$ cat src/rtl/tower_build_ctrl.sv
`default_nettype none
// ============================================================================
// Module      : tower_build_ctrl
// Description : Validates build/sell commands for the tower slots, pulses the
//               addressed slot, confirms its is_used flag and owns player gold.
// Revision    : 1.0 - initial release
// ============================================================================
module tower_build_ctrl #(
    parameter int NUM_SLOTS  = 8,
    parameter int GOLD_W     = 12,
    parameter int START_GOLD = 400,
    parameter int COST1      = 100,
    parameter int COST2      = 150,
    parameter int COST3      = 200,
    localparam int SW        = (NUM_SLOTS > 1) ? $clog2(NUM_SLOTS) : 1
) (
    input  logic                   Clk,
    input  logic                   Reset,
    input  logic                   cmd_build,
    input  logic                   cmd_sell,
    input  logic [SW-1:0]          cmd_slot,
    input  logic [2:0]             cmd_type,
    input  logic [NUM_SLOTS-1:0]   slot_used,
    input  logic [3*NUM_SLOTS-1:0] slot_type,
    input  logic                   reward_valid,
    input  logic [7:0]             reward_amt,
    output logic [NUM_SLOTS-1:0]   build_en,
    output logic [NUM_SLOTS-1:0]   sell_en,
    output logic [2:0]             type_com,
    output logic [GOLD_W-1:0]      gold,
    output logic                   busy,
    output logic                   cmd_done,
    output logic                   cmd_err,
    output logic [1:0]             err_code
);

    localparam logic [1:0] c_st_idle    = 2'd0;
    localparam logic [1:0] c_st_check   = 2'd1;
    localparam logic [1:0] c_st_issue   = 2'd2;
    localparam logic [1:0] c_st_confirm = 2'd3;

    localparam logic [1:0] c_err_type   = 2'd0;
    localparam logic [1:0] c_err_gold   = 2'd1;
    localparam logic [1:0] c_err_slot   = 2'd2;
    localparam logic [1:0] c_err_conf   = 2'd3;

    localparam logic [GOLD_W-1:0] c_cost1 = GOLD_W'(COST1);
    localparam logic [GOLD_W-1:0] c_cost2 = GOLD_W'(COST2);
    localparam logic [GOLD_W-1:0] c_cost3 = GOLD_W'(COST3);
    localparam logic [GOLD_W-1:0] c_start = GOLD_W'(START_GOLD);

    logic [1:0]        r_state;
    logic              r_op_build;
    logic [SW-1:0]     r_slot;
    logic [2:0]        r_type;
    logic [GOLD_W-1:0] r_amount;
    logic [GOLD_W-1:0] r_gold;
    logic              r_chk_err;
    logic [1:0]        r_chk_code;

    logic              w_slot_in_range;
    logic              w_used_sel;
    logic [2:0]        w_type_sel;
    logic [GOLD_W-1:0] w_build_cost;
    logic [GOLD_W-1:0] w_refund;
    logic              w_chk_err;
    logic [1:0]        w_chk_code;
    logic              w_issue;
    logic              w_confirm;
    logic              w_confirm_ok;
    logic              w_confirm_fail;
    logic [GOLD_W:0]   w_inc;
    logic [GOLD_W:0]   w_dec;
    logic [GOLD_W:0]   w_sum;
    logic [GOLD_W-1:0] w_gold_next;

    function automatic logic [GOLD_W-1:0] f_cost(input logic [2:0] t);
        case (t)
            3'd1:    f_cost = c_cost1;
            3'd2:    f_cost = c_cost2;
            3'd3:    f_cost = c_cost3;
            default: f_cost = '0;
        endcase
    endfunction

    // Slot lookups are masked when the latched index is beyond the slot count.
    assign w_slot_in_range = (32'(r_slot) < NUM_SLOTS);
    assign w_used_sel      = w_slot_in_range ? slot_used[r_slot] : 1'b0;
    assign w_type_sel      = w_slot_in_range ? slot_type[32'(r_slot)*3 +: 3] : 3'd0;
    assign w_build_cost    = f_cost(r_type);
    assign w_refund        = f_cost(w_type_sel) >> 1;

    always_comb begin
        w_chk_err  = 1'b0;
        w_chk_code = c_err_type;
        if (r_op_build && ((r_type == 3'd0) || (r_type > 3'd3))) begin
            w_chk_err  = 1'b1;
            w_chk_code = c_err_type;
        end else if (!w_slot_in_range || (r_op_build && w_used_sel) ||
                     (!r_op_build && !w_used_sel)) begin
            w_chk_err  = 1'b1;
            w_chk_code = c_err_slot;
        end else if (r_op_build && (w_build_cost > r_gold)) begin
            w_chk_err  = 1'b1;
            w_chk_code = c_err_gold;
        end
    end

    assign w_issue        = (r_state == c_st_issue);
    assign w_confirm      = (r_state == c_st_confirm);
    assign w_confirm_ok   = (w_used_sel == r_op_build);
    assign w_confirm_fail = w_confirm && !w_confirm_ok;

    // Reward, cost/refund and any reversal are folded into one saturating update.
    always_comb begin
        w_inc = reward_valid ? (GOLD_W+1)'(reward_amt) : '0;
        w_dec = '0;
        if (w_issue) begin
            if (r_op_build) begin
                w_dec = {1'b0, r_amount};
            end else begin
                w_inc = w_inc + {1'b0, r_amount};
            end
        end else if (w_confirm_fail) begin
            if (r_op_build) begin
                w_inc = w_inc + {1'b0, r_amount};
            end else begin
                w_dec = {1'b0, r_amount};
            end
        end
        w_sum       = {1'b0, r_gold} + w_inc - w_dec;
        w_gold_next = w_sum[GOLD_W] ? {GOLD_W{1'b1}} : w_sum[GOLD_W-1:0];
    end

    always_ff @(posedge Clk) begin
        if (Reset) begin
            r_state    <= c_st_idle;
            r_op_build <= 1'b0;
            r_slot     <= '0;
            r_type     <= 3'd0;
            r_amount   <= '0;
            r_gold     <= c_start;
            r_chk_err  <= 1'b0;
            r_chk_code <= 2'd0;
        end else begin
            r_gold    <= w_gold_next;
            r_chk_err <= 1'b0;
            case (r_state)
                c_st_idle: begin
                    if (cmd_build || cmd_sell) begin
                        r_op_build <= cmd_build;
                        r_slot     <= cmd_slot;
                        r_type     <= cmd_type;
                        r_state    <= c_st_check;
                    end
                end
                c_st_check: begin
                    if (w_chk_err) begin
                        r_chk_err  <= 1'b1;
                        r_chk_code <= w_chk_code;
                        r_state    <= c_st_idle;
                    end else begin
                        r_amount <= r_op_build ? w_build_cost : w_refund;
                        r_state  <= c_st_issue;
                    end
                end
                c_st_issue:   r_state <= c_st_confirm;
                c_st_confirm: r_state <= c_st_idle;
                default:      r_state <= c_st_idle;
            endcase
        end
    end

    genvar gi;
    generate
        for (gi = 0; gi < NUM_SLOTS; gi++) begin : g_slot_dec
            assign build_en[gi] = w_issue &&  r_op_build && (r_slot == SW'(gi));
            assign sell_en[gi]  = w_issue && !r_op_build && (r_slot == SW'(gi));
        end
    endgenerate

    assign type_com = (w_issue && r_op_build) ? r_type : 3'd0;
    assign gold     = r_gold;
    assign busy     = (r_state != c_st_idle);
    assign cmd_done = w_confirm && w_confirm_ok;
    assign cmd_err  = r_chk_err || w_confirm_fail;
    assign err_code = r_chk_err      ? r_chk_code :
                      w_confirm_fail ? c_err_conf : 2'd0;

endmodule
`default_nettype wire

$ cat config.mk
export PLATFORM = sky130hd
export DESIGN_NAME = tower_build_ctrl
export DESIGN_NICKNAME = d
export VERILOG_FILES = /design/src/rtl/tower_build_ctrl.sv
export SDC_FILE = /design/constraint.sdc
export NUM_CORES = 1
export LEC_CHECK = 0
export ABC_AREA = 1
export BUFFER_PORTS_ARGS = -buffer_cell sky130_fd_sc_hd__buf_2
export CAP_MARGIN = 20
export CORE_MARGIN = 3
export CORE_UTILIZATION = 49
export CTS_CLUSTER_SIZE = 20
export DETAILED_ROUTE_END_ITERATION = 7
export PLACE_DENSITY = 0.77
export SYNTH_ARGS = -nofsm -noshare
export SYNTH_HDL_FRONTEND = slang
export SYNTH_SLANG_ARGS = --single-unit
export TNS_END_PERCENT = 100
$ cat constraint.sdc
create_clock -name Clk -period 4.2 [get_ports Clk]
set_clock_uncertainty 0.05 [all_clocks]
set_input_delay 0.84 -clock Clk [delete_from_list [all_inputs] [get_ports Clk]]
set_output_delay 0.84 -clock Clk [all_outputs]
set_load 0.02 [all_outputs]
## Word level (Yosys, flattened, before mapping)

Cells that the tools add are included.

| operators by class | value |
|---|---|
| add/subtract/negate cells | 3 |
| multiply operators | 1 |
| mux-type cells | 28 |
| divide/modulo/power cells | 0 |
| shift operators | 1 |
| equal/unequal tests | 18 |
| bitwise logic cells | 2 |
| magnitude comparators | 3 |
| reduce and logical (&&, ||, !) cells | 40 |

Operator list:

| cell | number |
|---|---|
| $mux W13 | 5 |
| $mux W12 | 4 |
| $pmux W8 S3 | 2 |
| $logic_and A1 B1 Y1 | 24 |
| $shiftx A24 B6 Y3 | 1 |
| $eq A3 B2 Y1 const B | 6 |
| $add A12 B13 Y13 | 1 |
| $add A8 B12 Y13 | 1 |
| $sub A13 B13 Y13 | 1 |
| $eq A3 B3 Y1 const B | 4 |
| $gt A8 B12 Y1 | 1 |
| $mux W2 | 6 |
| $mux W11 | 1 |
| $eq A3 B1 Y1 const B | 3 |
| $mux W8 | 1 |
| $pmux W2 S4 | 1 |
| $logic_not A3 Y1 | 2 |
| $mux W1 | 6 |
| $reduce_and A2 Y1 | 3 |
| $mul A3 B2 Y5 const B | 1 |
| $eq A2 B2 Y1 const B | 2 |
| $logic_or A1 B1 Y1 | 4 |
| $lt A3 B4 Y1 const B | 1 |
| $reduce_or A2 Y1 | 2 |
| 10 further kinds | 13 |

| storage, ports and cells | value |
|---|---|
| input bits | 51 |
| bits in latches | 0 |
| ROM bits | 0 |
| memories kept | 0 |
| register bits after elaboration | 36 |
| bits in writable memories | 0 |

## Logic depth before layout (Yosys ltp)

| logic depth | value |
|---|---|
| depth in word-level cells | 10 |
| gate-level depth with buffers | 28 |
| gate-level depth less buffers | 26 |

## Least setup slack after synthesis

No wires, ideal clock.

| timing path | value |
|---|---|
| path type | in2reg |
| start | in reward_valid |
| end | reg r_gold[0], in the netlist gold[0] |
| arrival time | 3971 ps |
| setup time | 110 ps |
| buffers on the path | 1 |
| setup slack | 69 ps |
| required time | 4040 ps |
| cell stages on the path | 19 |
| path through | buf_2 > nand2_1 > inv_1 > ha_1 > inv_1 > fa_1 > nand2_2 > nand2_1 > inv_1 > fa_1 > inv_1 > fa_1 > o31ai_1 > nand3_1 > nand3_1 > xor2_2 > nand2_1 > nand2_1 > inv_1 |

| between the ends | value |
|---|---|
| word-level cells in the longest chain between the ends | 8 |
| elaborated cells between the ends (all ways) | 9 |
| those cells by class | add/sub (3); mux (6) |

RTL lines:

| item | RTL line | RTL |
|---|---|---|
| start: declaration | 25 | `input logic reward_valid,` |
| $mux W8 * | 116 | `w_inc = reward_valid ? (GOLD_W+1)'(reward_amt) : '0;` |
| $add A8 B12 Y13 | 122, 126 |  |
| $mux W13 | 125 | `if (r_op_build) begin` |
| $mux W13 | 124 | `end else if (w_confirm_fail) begin` |
| $mux W13 * | 118 | `if (w_issue) begin` |
| $add A12 B13 Y13 * | 131 | `w_sum = {1'b0, r_gold} + w_inc - w_dec;` |
| $sub A13 B13 Y13 * | 131 |  |
| $mux W12 * | 132 | `w_gold_next = w_sum[GOLD_W] ? {GOLD_W{1'b1}} : w_sum[GOLD_W-1:0];` |
| end signal: assignment | 142 | `r_gold <= c_start;` |
| end signal: assignment | 146 | `r_gold <= w_gold_next;` |
| end: declaration | 57 | `logic [GOLD_W-1:0] r_gold;` |

Every way passes the cells marked *; elsewhere a longest branch is shown, timed or not.
A chain may end at the register's enable or synchronous reset.

## Final worst setup path

| timing path | value |
|---|---|
| start | in reward_valid |
| end | reg r_gold[5], in the netlist gold[5] |

The elaborated chain is that of the path after synthesis.

==> flow_summary.toml <==
[route]
via_count = 3970
wl_per_cell_um = 13.51
firstDrtPassIters = 5
antenna_left = 0
drc = 0
postRouteWirelength_um = 10580
viasPerCell = 5.070
drt_iter0_drc = 233

[worst_setup_path]
r2r_slack_ps = 430
crit_type = "in2reg"
cp-start-kind = "primary input"
cp-endpoint = "gold[5]"
r2r_cells = 26
crit_family = "simple AND/OR/NAND/NOR gates"
cp.arrival_ps = 4110
cp_num_buf_inv = 5
crit_path_top_delay_cell = "fa_1"
crit_path_end_kind = "flip-flop"
timing.rr.end = "gold[5]"
crit_required_ps = 4330
path_cells = "buf_2, buf_4, nand2_1, inv_1, ha_4, nand3_1, nand3_1, nand3_1, nand3b_1, nand2_1, nand2_1, nand2_1, nand2_2, nand2_1, inv_1, fa_1, ha_1, a21o_1, o21ai_2, nand3_4, xor2_4, nand2_1, nand2_1, inv_1"
critPathMaxFanout = 8
crit_top_cell = "nand2_1"
crit_start = "reward_valid"
cp.depth = 24
cpPeakStageDelay_ps = 440
reg2reg_from = "r_slot[0]"

[clock_tree]
post_cts_resized = 0
post_cts_buffers = 0
ctsHtreeMaxLevel = 2
cts_num_sinks = 32
path_clk_slew_ps = 60
ctsHoldBuffers = 0
numCtsBuffers = 5
clk_path_buf_depth = 2
cts_root_buffer = "clkbuf_8"
cts_tree = "yes"
clkLatencyLatePin_ps = 280

[grt]
grt.met3_usage_pct = 4.341
met2_usage_pct = 42.38
grt_antenna_before_repair = 0
grt_util_met1_pct = 33.20
gr-usage-all-layers_pct = 24.92
grt_pass1_wl_um = 16990
grt-busiest-layer = "met2"
grt_pass1_vias = 3767
grt_max_degree = 19
overflow = 0

[cells_and_area]
fillers = 632
seqCellArea_um2 = 640.6
drive_above_1_share_pct = 25.94
areaGrowthSynthToFinish_pct = 28.11
nets = 779
insertedDiodeCount = 0
multi_input_area_um2 = 2475

[synth]
yosys.area.top_type = "nand2_1"
synth_top_area_share_pct = 19.65
synth_cell_types = 34
synth_edf_count = 0
synth_warnings = 0
synth_area_leaders = "nand2_1 (20%), dfxtp_1 (19%), ha_1 (10%)"
synth_nets = 657
ys_seq_area_share_pct = 18.52
synth_area_um2 = 3458
synth_most_common_cell = "nand2_1"
avgSynthCellArea_um2 = 6.089
synth_cells = 568
async_flop_share_pct = 0
ys_ff_latch = 32
synthFlopType = "dfxtp_1"
synth_common_cells = "nand2_1 (181), inv_1 (84), nand3_1 (42)"

[hold_path]
worstHoldPathType = "reg2reg"

[floorplanning]
die_w_um = 90.01
dieArea_um2 = 8102
die_h_um = 90.01
coreArea_um2 = 6604
rows = 29
io-pin-count = 87
start_util_pct = 52.37

[power_and_ir_drop]
p_per_area_nw_per_um2 = 573.9
vdd_drop_max_uv = 585.9
leakage_nw = 2.467
finalPower_mw = 2.543

[sta]
fin_crit_sh_pct = 94.68
tightest_slew_ps = 615.3
setup_viol = 0
hold_viol = 0
tns_ps = 0
post-route-min-period_ps = 3977
fmax_mhz = 251.5
slew_viol_final = 0
slew_headroom_pct = 58.66

[placement]
gp_congestion = 0.9347
dp_hpwl_um = 8409
io_buffers = 86

[run_status]
outcome = "finished, final reports clean"

[flow_run]
drv_cap = 0
state kept, by name, indices dropped and copies added (netlist names), named ones only:
signal      cells
gold           12
r_amount        8
r_chk_code      2
r_chk_err       1
r_op_build      1
r_slot          3
r_state         1
r_type          3
worst min-delay path, delay by kind of cell, from the launching register on:
kind | cells | cell delay (ps)
compound gates | 1 | 50
flops | 1 | 310
simple gates | 1 | 60
final cells by class:
type	count	share of cell area [%]
multi-input cells	428	55.86
flip-flops and latches	32	14.46
inverters	90	7.625
clock buffers	6	1.638
clock inverters	1	0.1130
repair buffers	133	17.68
well taps	93	2.626
cell usage in the layout (no fill, tap or decap), drive strengths merged, types with 3 or more instances in the layout:
cell type and instances:
a21oi 41, buf 133, clkbuf 6, dfxtp 32, fa 9, ha 29, inv 90, nand2 189
nand3 45, nand4 8, nor2 43, nor3 19, o21ai 19, or2 3, xnor2 4, xor2 11
per-stage QoR:
| stage | setup WS, ps | instance area (µm²) | util [%] | hold WS, ps | cells |
|---|---|---|---|---|---|
| 2_1_floorplan | 68.85 | 3458 | - | 389.7 | 568 |
| 3_3_place_gp | -148.2 | 4235 | 64.13 | 400.2 | 776 |
| 3_5_place_dp | -181.0 | 4235 | 64.13 | 403.1 | 776 |
| 4_1_cts | 95.97 | 4313 | 65.31 | 412.1 | 783 |
| 5_1_grt | -49.91 | 4431 | 67.09 | 440.6 | 783 |
| 6_report | 223.4 | 4431 | 67.09 | 411.4 | 783 |
power breakdown:
group / total, mW / switching (mW) / internal, mW
registers: 0.453 / 0.0768 / 0.376
clock network: 0.222 / 0.110 / 0.112
logic: 1.87 / 1.08 / 0.786
logic make-up after synthesis:
logic type | count (synthesis) | synth area share [%]
adders and majority gates | 38 | 15.70
xor gates and xnor gates | 15 | 4.016
and+or+nand+nor | 308 | 38.10
DFF | 32 | 18.52
AOI/OAI and AO/OA | 67 | 10.35
buffers and inverters | 108 | 13.31
routing by layer:
| layer | vias to the layer above | part of all wire [%] |
|---|---|---|
| met5 | - | 0 |
| met4 | 0 | 1.7 |
| met3 | 21 | 4.9 |
| met2 | 135 | 49 |
| met1 | 1785 | 44 |
| li1 | 2029 | - |
how the worst min path moves through the flow:
stage          depth (start not counted)  slack, ps          start       endpoint
6_report                               2        410  r_chk_code[0]  r_chk_code[0]
5_1_grt                                2        440  r_chk_code[0]  r_chk_code[0]
4_1_cts                                2        410  r_chk_code[0]  r_chk_code[0]
3_5_place_dp                           2        400  r_chk_code[0]  r_chk_code[0]
3_3_place_gp                           2        400  r_chk_code[1]  r_chk_code[1]
2_1_floorplan                          2        390  r_chk_code[1]  r_chk_code[1]
Power figures use the tool's default switching activity.
